### src/rtl/wb_pkg.sv
// Shared definitions for the write-back / commit stage: exception codes,
// FSM state encoding and the debug trace entry layout.
package wb_pkg;

  // Exception codes carried from MEM to the CSR unit.
  localparam logic [5:0] ECODE_INT = 6'h00;
  localparam logic [5:0] ECODE_ADE = 6'h08;
  localparam logic [5:0] ECODE_ALE = 6'h09;
  localparam logic [5:0] ECODE_SYS = 6'h0B;
  localparam logic [5:0] ECODE_BRK = 6'h0C;
  localparam logic [5:0] ECODE_INE = 6'h0D;
  localparam logic [5:0] ECODE_IPE = 6'h0E;

  // Commit FSM: RUN retires instructions, FLUSH holds the pipe flush.
  typedef enum logic [0:0] {
    WB_RUN   = 1'b0,
    WB_FLUSH = 1'b1
  } wb_state_e;

  // Plain-vector state constants so the state register stays a logic vector.
  localparam logic [0:0] ST_RUN   = WB_RUN;
  localparam logic [0:0] ST_FLUSH = WB_FLUSH;

  // Default datapath widths of the stage.
  localparam int WB_PC_W    = 32;
  localparam int WB_REG_AW  = 5;
  localparam int WB_DATA_W  = 32;
  localparam int WB_WEN_W   = 4;

  // Trace entry layout at default widths: {pc, wen, wnum, wdata}.
  typedef struct packed {
    logic [WB_PC_W-1:0]   pc;
    logic [WB_WEN_W-1:0]  wen;
    logic [WB_REG_AW-1:0] wnum;
    logic [WB_DATA_W-1:0] wdata;
  } wb_trace_entry_t;

  // Trace byte-enable style write flag: one bit per byte of a 32-bit word.
  function automatic logic [WB_WEN_W-1:0] trace_wen(input logic we);
    return {WB_WEN_W{we}};
  endfunction

endpackage

### src/rtl/wb_trace_fifo.sv
// Small synchronous FIFO buffering debug trace entries between the commit
// point and the trace consumer. DEPTH must be a power of two (>= 2).
// Writing while full is accepted only when a pop happens the same cycle.
module wb_trace_fifo #(
  parameter int DEPTH = 4,
  parameter int W     = 73
) (
  input  logic         clk,
  input  logic         resetn,
  input  logic         push,
  input  logic [W-1:0] din,
  input  logic         pop,
  output logic [W-1:0] dout,
  output logic         empty,
  output logic         full
);

  localparam int AW = $clog2(DEPTH);

  logic [W-1:0] mem [DEPTH];
  logic [AW:0]  wptr;
  logic [AW:0]  rptr;
  logic         do_push;
  logic         do_pop;

  assign empty   = (wptr == rptr);
  assign full    = (wptr[AW] != rptr[AW]) && (wptr[AW-1:0] == rptr[AW-1:0]);
  assign do_pop  = pop && !empty;
  assign do_push = push && (!full || do_pop);
  assign dout    = mem[rptr[AW-1:0]];

  // Pointer bookkeeping; the extra MSB separates full from empty.
  always_ff @(posedge clk or negedge resetn) begin
    if (!resetn) begin
      wptr <= '0;
      rptr <= '0;
    end else begin
      if (do_push) wptr <= wptr + 1'b1;
      if (do_pop)  rptr <= rptr + 1'b1;
    end
  end

  // Entry storage; contents are qualified by the pointers so no reset.
  always_ff @(posedge clk) begin
    if (do_push) mem[wptr[AW-1:0]] <= din;
  end

endmodule

### src/rtl/wb_commit_stage.sv
// Write-back / commit stage: last pipe stage after MEM. Retires one
// instruction per cycle into the register file, commits exceptions and ERTN
// to the external CSR unit, sequences the pipeline flush and counts retired
// instructions.
// Build option: define WB_TRACE_FIFO_EN to place a trace FIFO between the
// commit point and the debug_wb_* port (stalls commit when it fills up).
module wb_commit_stage
  import wb_pkg::*;
#(
  parameter int DATA_W       = 32,
  parameter int PC_W         = 32,
  parameter int REG_AW       = 5,
  parameter int FLUSH_CYCLES = 2,
  parameter int TRACE_DEPTH  = 4
) (
  input  logic              clk,
  input  logic              resetn,
  input  logic              ms_to_ws_valid,
  input  logic [PC_W-1:0]   ms_pc,
  input  logic              ms_gr_we,
  input  logic [REG_AW-1:0] ms_dest,
  input  logic [DATA_W-1:0] ms_result,
  input  logic              ms_csr_re,
  input  logic              ms_ex,
  input  logic [5:0]        ms_ecode,
  input  logic [8:0]        ms_esubcode,
  input  logic              ms_ertn,
  input  logic [DATA_W-1:0] csr_rvalue,
  input  logic [PC_W-1:0]   csr_target,
  input  logic              debug_ready,
  output logic              ws_allowin,
  output logic              rf_we,
  output logic [REG_AW-1:0] rf_waddr,
  output logic [DATA_W-1:0] rf_wdata,
  output logic              wb_ex,
  output logic [5:0]        wb_ecode,
  output logic [8:0]        wb_esubcode,
  output logic [PC_W-1:0]   wb_pc,
  output logic              ertn_flush,
  output logic              ws_flush_pipe,
  output logic [PC_W-1:0]   ws_flush_pc,
  output logic [63:0]       retired_cnt,
  output logic [PC_W-1:0]   debug_wb_pc,
  output logic [3:0]        debug_wb_rf_wen,
  output logic [REG_AW-1:0] debug_wb_rf_wnum,
  output logic [DATA_W-1:0] debug_wb_rf_wdata
);

  localparam int FC_W = (FLUSH_CYCLES > 1) ? $clog2(FLUSH_CYCLES) : 1;

  // Control state
  logic            ws_valid;
  logic [0:0]      state;
  logic [FC_W-1:0] flush_cnt;

  // Instruction fields latched from MEM
  logic [PC_W-1:0]   ws_pc_p0;
  logic              ws_gr_we_p0;
  logic [REG_AW-1:0] ws_dest_p0;
  logic [DATA_W-1:0] ws_result_p0;
  logic              ws_csr_re_p0;
  logic              ws_ex_p0;
  logic [5:0]        ws_ecode_p0;
  logic [8:0]        ws_esubcode_p0;
  logic              ws_ertn_p0;
  logic [PC_W-1:0]   flush_pc_p0;

  logic              ws_ready_go;
  logic              in_run;
  logic              commit;
  logic              commit_flush;
  logic              commit_norm;
  logic [DATA_W-1:0] ws_wdata;

  assign in_run       = (state == ST_RUN);
  assign ws_allowin   = in_run && (!ws_valid || ws_ready_go);
  assign commit       = ws_valid && ws_ready_go && in_run;
  assign commit_flush = commit && (ws_ex_p0 || ws_ertn_p0);
  assign commit_norm  = commit && !ws_ex_p0 && !ws_ertn_p0;
  assign ws_wdata     = ws_csr_re_p0 ? csr_rvalue : ws_result_p0;

  // Register file write port, quiet unless a normal commit writes a GR
  assign rf_we    = commit_norm && (ws_gr_we_p0 || ws_csr_re_p0);
  assign rf_waddr = rf_we ? ws_dest_p0 : '0;
  assign rf_wdata = rf_we ? ws_wdata : '0;

  // CSR commit pulses; an exception outranks ERTN on the same instruction
  assign wb_ex       = commit && ws_ex_p0;
  assign wb_ecode    = wb_ex ? ws_ecode_p0 : '0;
  assign wb_esubcode = wb_ex ? ws_esubcode_p0 : '0;
  assign wb_pc       = wb_ex ? ws_pc_p0 : '0;
  assign ertn_flush  = commit && ws_ertn_p0 && !ws_ex_p0;

  // Flush asserted on the committing cycle and throughout FLUSH
  assign ws_flush_pipe = commit_flush || (state == ST_FLUSH);
  always_comb begin
    ws_flush_pc = '0;
    if (commit_flush)           ws_flush_pc = csr_target;
    else if (state == ST_FLUSH) ws_flush_pc = flush_pc_p0;
  end

  // Valid bit and flush sequencing FSM
  always_ff @(posedge clk or negedge resetn) begin
    if (!resetn) begin
      ws_valid  <= 1'b0;
      state     <= ST_RUN;
      flush_cnt <= '0;
    end else begin
      case (state)
        ST_RUN: begin
          if (commit_flush) begin
            ws_valid  <= 1'b0;
            flush_cnt <= FC_W'(FLUSH_CYCLES - 1);
            if (FLUSH_CYCLES > 1) state <= ST_FLUSH;
          end else if (ws_allowin) begin
            ws_valid <= ms_to_ws_valid;
          end
        end
        default: begin
          ws_valid <= 1'b0;
          if (flush_cnt <= FC_W'(1)) begin
            flush_cnt <= '0;
            state     <= ST_RUN;
          end else begin
            flush_cnt <= flush_cnt - 1'b1;
          end
        end
      endcase
    end
  end

  // Retired-instruction counter, excepting/ERTN commits excluded
  always_ff @(posedge clk or negedge resetn) begin
    if (!resetn) retired_cnt <= '0;
    else if (commit_norm) retired_cnt <= retired_cnt + 64'd1;
  end

  // MEM to WB pipeline register; fields are qualified by ws_valid
  always_ff @(posedge clk) begin
    if (ws_allowin && ms_to_ws_valid) begin
      ws_pc_p0       <= ms_pc;
      ws_gr_we_p0    <= ms_gr_we;
      ws_dest_p0     <= ms_dest;
      ws_result_p0   <= ms_result;
      ws_csr_re_p0   <= ms_csr_re;
      ws_ex_p0       <= ms_ex;
      ws_ecode_p0    <= ms_ecode;
      ws_esubcode_p0 <= ms_esubcode;
      ws_ertn_p0     <= ms_ertn;
    end
  end

  // Redirect target held for the remaining flush cycles
  always_ff @(posedge clk) begin
    if (commit_flush) flush_pc_p0 <= csr_target;
  end

`ifdef WB_TRACE_FIFO_EN
  typedef struct packed {
    logic [PC_W-1:0]   pc;
    logic [3:0]        wen;
    logic [REG_AW-1:0] wnum;
    logic [DATA_W-1:0] wdata;
  } trace_entry_t;

  trace_entry_t trace_in;
  trace_entry_t trace_head;
  logic         fifo_empty;
  logic         fifo_full;
  logic         fifo_pop;

  assign trace_in.pc    = ws_pc_p0;
  assign trace_in.wen   = trace_wen(rf_we);
  assign trace_in.wnum  = ws_dest_p0;
  assign trace_in.wdata = ws_wdata;

  // A full FIFO only blocks commit when the head is not leaving this cycle
  assign fifo_pop    = debug_ready && !fifo_empty;
  assign ws_ready_go = !fifo_full || debug_ready;

  wb_trace_fifo #(
    .DEPTH (TRACE_DEPTH),
    .W     ($bits(trace_entry_t))
  ) u_trace_fifo (
    .clk    (clk),
    .resetn (resetn),
    .push   (commit),
    .din    (trace_in),
    .pop    (fifo_pop),
    .dout   (trace_head),
    .empty  (fifo_empty),
    .full   (fifo_full)
  );

  assign debug_wb_pc       = fifo_empty ? '0 : trace_head.pc;
  assign debug_wb_rf_wen   = fifo_empty ? '0 : trace_head.wen;
  assign debug_wb_rf_wnum  = fifo_empty ? '0 : trace_head.wnum;
  assign debug_wb_rf_wdata = fifo_empty ? '0 : trace_head.wdata;
`else
  logic unused_debug_ready;
  localparam int unused_trace_depth = TRACE_DEPTH;

  assign unused_debug_ready = debug_ready;
  assign ws_ready_go        = 1'b1;

  // Trace follows the commit point directly
  assign debug_wb_pc       = commit ? ws_pc_p0 : '0;
  assign debug_wb_rf_wen   = trace_wen(rf_we);
  assign debug_wb_rf_wnum  = rf_waddr;
  assign debug_wb_rf_wdata = rf_wdata;
`endif

endmodule

### config.mk
export PLATFORM = sky130hd
export DESIGN_NAME = wb_commit_stage
export DESIGN_NICKNAME = d
export VERILOG_FILES = /design/src/rtl/wb_pkg.sv /design/src/rtl/wb_trace_fifo.sv /design/src/rtl/wb_commit_stage.sv
export SDC_FILE = /design/constraint.sdc
export NUM_CORES = 1
export LEC_CHECK = 0
export BUFFER_PORTS_ARGS = -buffer_cell sky130_fd_sc_hd__buf_4
export CAP_MARGIN = 20
export CORE_MARGIN = 3
export CORE_UTILIZATION = 35
export CTS_CLUSTER_SIZE = 25
export DETAILED_ROUTE_END_ITERATION = 10
export GPL_TIMING_DRIVEN = 0
export PLACE_DENSITY_LB_ADDON = 0.1
export RECOVER_POWER = 50
export SYNTH_ARGS = -nofsm -noshare
export SYNTH_HDL_FRONTEND = slang
export SYNTH_SLANG_ARGS = --single-unit
### constraint.sdc
create_clock -name clk -period 6.58 [get_ports clk]
set_input_delay 0.658 -clock clk [delete_from_list [all_inputs] [get_ports clk]]
set_output_delay 0.658 -clock clk [all_outputs]
set_load 0.02 [all_outputs]
==> impl_metrics.env <==
export IMPL_violations="max-capacitance violations, max-slew violations"
export IMPL_period_minus_slack_ns=4.19
export IMPL_fin_nets=1253
export IMPL_hold_viol_final=0
export IMPL_synth_cell_type_count=37
export IMPL_postCtsSetupBuffers=0
export IMPL_stdcell_area_um2=12300
export IMPL_clk_latency_ns=0.43
export IMPL_coreArea_um2=23600
export IMPL_crit_arrival_ns=3.53
export IMPL_start_util_pct=35.8
export IMPL_dr_first_iter_drc_count=341
export IMPL_p_clk_share_pct=34.8
export IMPL_drc=0
export IMPL_final_common_cell="buf_4"
export IMPL_post_drt_wl_per_cell_um=19.0
export IMPL_p_leak_nw=5.74
export IMPL_cts_resized_gates=0
export IMPL_stdcell_count=1429
export IMPL_num_io_pins=414
export IMPL_hold_class="input port to flip-flop"
export IMPL_antenna_found_initial=1
export IMPL_synthFlopType="edfxtp_1"
export IMPL_routed_wl_um=27100
export IMPL_cp_max_fo=10
export IMPL_grt_max_degree=67
export IMPL_required_ns=5.92
export IMPL_powerDensity_nw_per_um2=246
export IMPL_setup_viol=0
export IMPL_drt_pass1_iterations=5
export IMPL_clock_sinks=186
export IMPL_syn_cell_area_um2=8450
export IMPL_seq_power_share_pct=45.5
export IMPL_ys_warnings_count=0
export IMPL_path_clk_slew_ns=0.08
export IMPL_finalClockSkew_ns=0.0144
export IMPL_status="finished with violations"
export IMPL_critical_path_class="flip-flop to output port"
export IMPL_grt_pass1_wl_um=40400
export IMPL_synthCells=661
export IMPL_ys_seq_elements=186
export IMPL_period_share_pct=63.6
export IMPL_synth_edff_count=120
export IMPL_clock_root_buffer="clkbuf_16"
export IMPL_grt_overflow=0
export IMPL_fmax_ghz=0.239
export IMPL_cts_tree="done"
export IMPL_dieHeight_um=161
export IMPL_comb_power_share_pct=19.7
export IMPL_fp_dieW_um=161
export IMPL_drive_gt1_share_pct=38.7
export IMPL_io_buffer_count=412
export IMPL_dp_cells=1396
export IMPL_rsz0062_at_grt="no"
export IMPL_slew_headroom_pct=-136
export IMPL_ant_nets=0
export IMPL_dieArea_um2=26000
export IMPL_grt_usage_pct=20.4
export IMPL_gp_congestion=0.806
export IMPL_vias=6569
export IMPL_postCtsHoldBufs=0
export IMPL_cap_viol_max_count=3
export IMPL_p_switching_mw=0.860
export IMPL_avgSynthCellArea_um2=12.8
export IMPL_vias_per_cell=4.60
export IMPL_clockBufferDepth=2
export IMPL_nFillCells=2221
export IMPL_cts_buffers=17
export IMPL_final_core_util_pct=52.1
export IMPL_grt_pass1_vias=6774
export IMPL_intPower_mw=2.16
export IMPL_swShare_pct=28.5
export IMPL_timing_hold_ws_ns=0.417
export IMPL_htreeDepth=4
export IMPL_syn_nets=818
export IMPL_start_kind="flip-flop"
export IMPL_max_vdd_ir_drop_mv=0.152
export IMPL_dp_hpwl_um=21400
export IMPL_slew_violations=129
export IMPL_cp_end_kind="output port"
export IMPL_most_common_layout_cells="buf_4 (268), edfxtp_1 (120), clkbuf_4 (112), clkbuf_1 (107), dfrtp_1 (66)"
export IMPL_async_flop_share_pct=35.5
export IMPL_yosysSeqAreaShare_pct=62.2
export IMPL_rows=56
export IMPL_worst_slew_pin_transition_ns=3.54
export IMPL_syn2layout_area_growth_pct=45.4
export IMPL_placed_cell_area_um2=12000
[registers in the layout, indices dropped and copies added (netlist names)]
register        cells
ws_ecode_p0         6
flush_pc_p0        32
ws_ex_p0            1
ws_csr_re_p0        1
ws_gr_we_p0         1
ws_dest_p0          5
ws_result_p0       32
retired_cnt        64
ws_valid            1
ws_ertn_p0          1
ws_pc_p0           32
state               1
ws_esubcode_p0      9
[critical path, stage by stage, from the launching register on]
cell	delay, ns
dfrtp_1	0.37
clkbuf_1	0.24
nor4b_1	0.99
o21ai_1	0.54
clkbuf_1	0.34
nor2_1	0.32
buf_4	0.17
buf_4	0.13
[per-stage QoR]
stage	total power [mW]	setup TNS [ns]	setup WS, ns
floorplan	1.70	0	1.52
global placement	2.02	-63.72	-0.725
detailed placement	2.03	0	3.15
CTS	3.09	0	2.68
global route	3.16	0	2.05
finish	3.02	0	2.39
[final cells by class]
cell class / instances / area [um2] / share of cell area, %
clock inverters: 13 / 163 / 1.32
repair buffers: 416 / 2850 / 23.2
flip-flops and latches: 186 / 5260 / 42.7
plain buffers: 74 / 443 / 3.60
well taps: 319 / 399 / 3.25
clock buffers: 19 / 433 / 3.52
inverters: 11 / 41.3 / 0.336
multi-input cells: 390 / 2710 / 22.0
diodes: 1 / 2.50 / 0.0204
[power groups by stage]
stage          Clock (mW)  Sequential [mW]  Combinational [mW]
2_1_floorplan           0             1.41               0.295
3_3_place_gp            0             1.41               0.611
3_5_place_dp            0             1.40               0.626
4_1_cts              1.08             1.37               0.629
5_1_grt              1.13             1.39               0.639
6_report             1.05             1.38               0.595
[metal layers]
metal | wire length [um] | part of all wire (%) | track usage (%) | up-vias
met1 | 10600 | 39 | 24.2 | 3079
met5 | 0 | 0 | 0 | -
met4 | 776 | 2.9 | 7.04 | 0
met2 | 13400 | 49 | 34.1 | 236
met3 | 2280 | 8.4 | 7.51 | 30
li1 | - | - | - | 3224
[synthesized netlist by cell type, types with 24 or more instances]
master	count	area, um2
edfxtp_1	120	3600
nand2_1	28	105
dfrtp_1	66	1650
a22o_1	32	280
buf_4	41	308
xnor2_1	34	298
nand4_1	24	150
mux2i_1	32	320
xor2_1	29	254
and3_1	53	332
clkbuf_1	29	109
and2_1	42	263
nor2_1	49	184
[worst paths after layout]
path                       slack, ns                          end  cells after the start                   startpoint
hold reg to reg                 0.47  retired_cnt[63]$_DFFE_PN0P_                      1  retired_cnt[63]$_DFFE_PN0P_
hold / removal                  0.42       ws_pc_p0[17]$_DFFE_PP_                      1                    ms_pc[17]
min in group asynchronous       1.44  retired_cnt[39]$_DFFE_PN0P_                      1                       resetn
setup reg to reg                2.47      ws_dest_p0[1]$_DFFE_PP_                      4              state$_DFF_PN0_
setup / recovery                2.39                 rf_wdata[29]                      7              state$_DFF_PN0_
max in group asynchronous       3.15           ws_valid$_DFF_PN0_                      1                       resetn
[cell families after synthesis]
logic type | Yosys count | share of synthesized area, %
AOI/OAI and AO/OA | 35 | 3.55
xor gates and xnor gates | 63 | 6.53
and+or+nand+nor | 259 | 18.1
buffers and inverters | 85 | 5.73
adders and majority gates | 1 | 0.148
muxes | 32 | 3.79
DFF | 186 | 62.2
(Power assumes the default switching activity.)
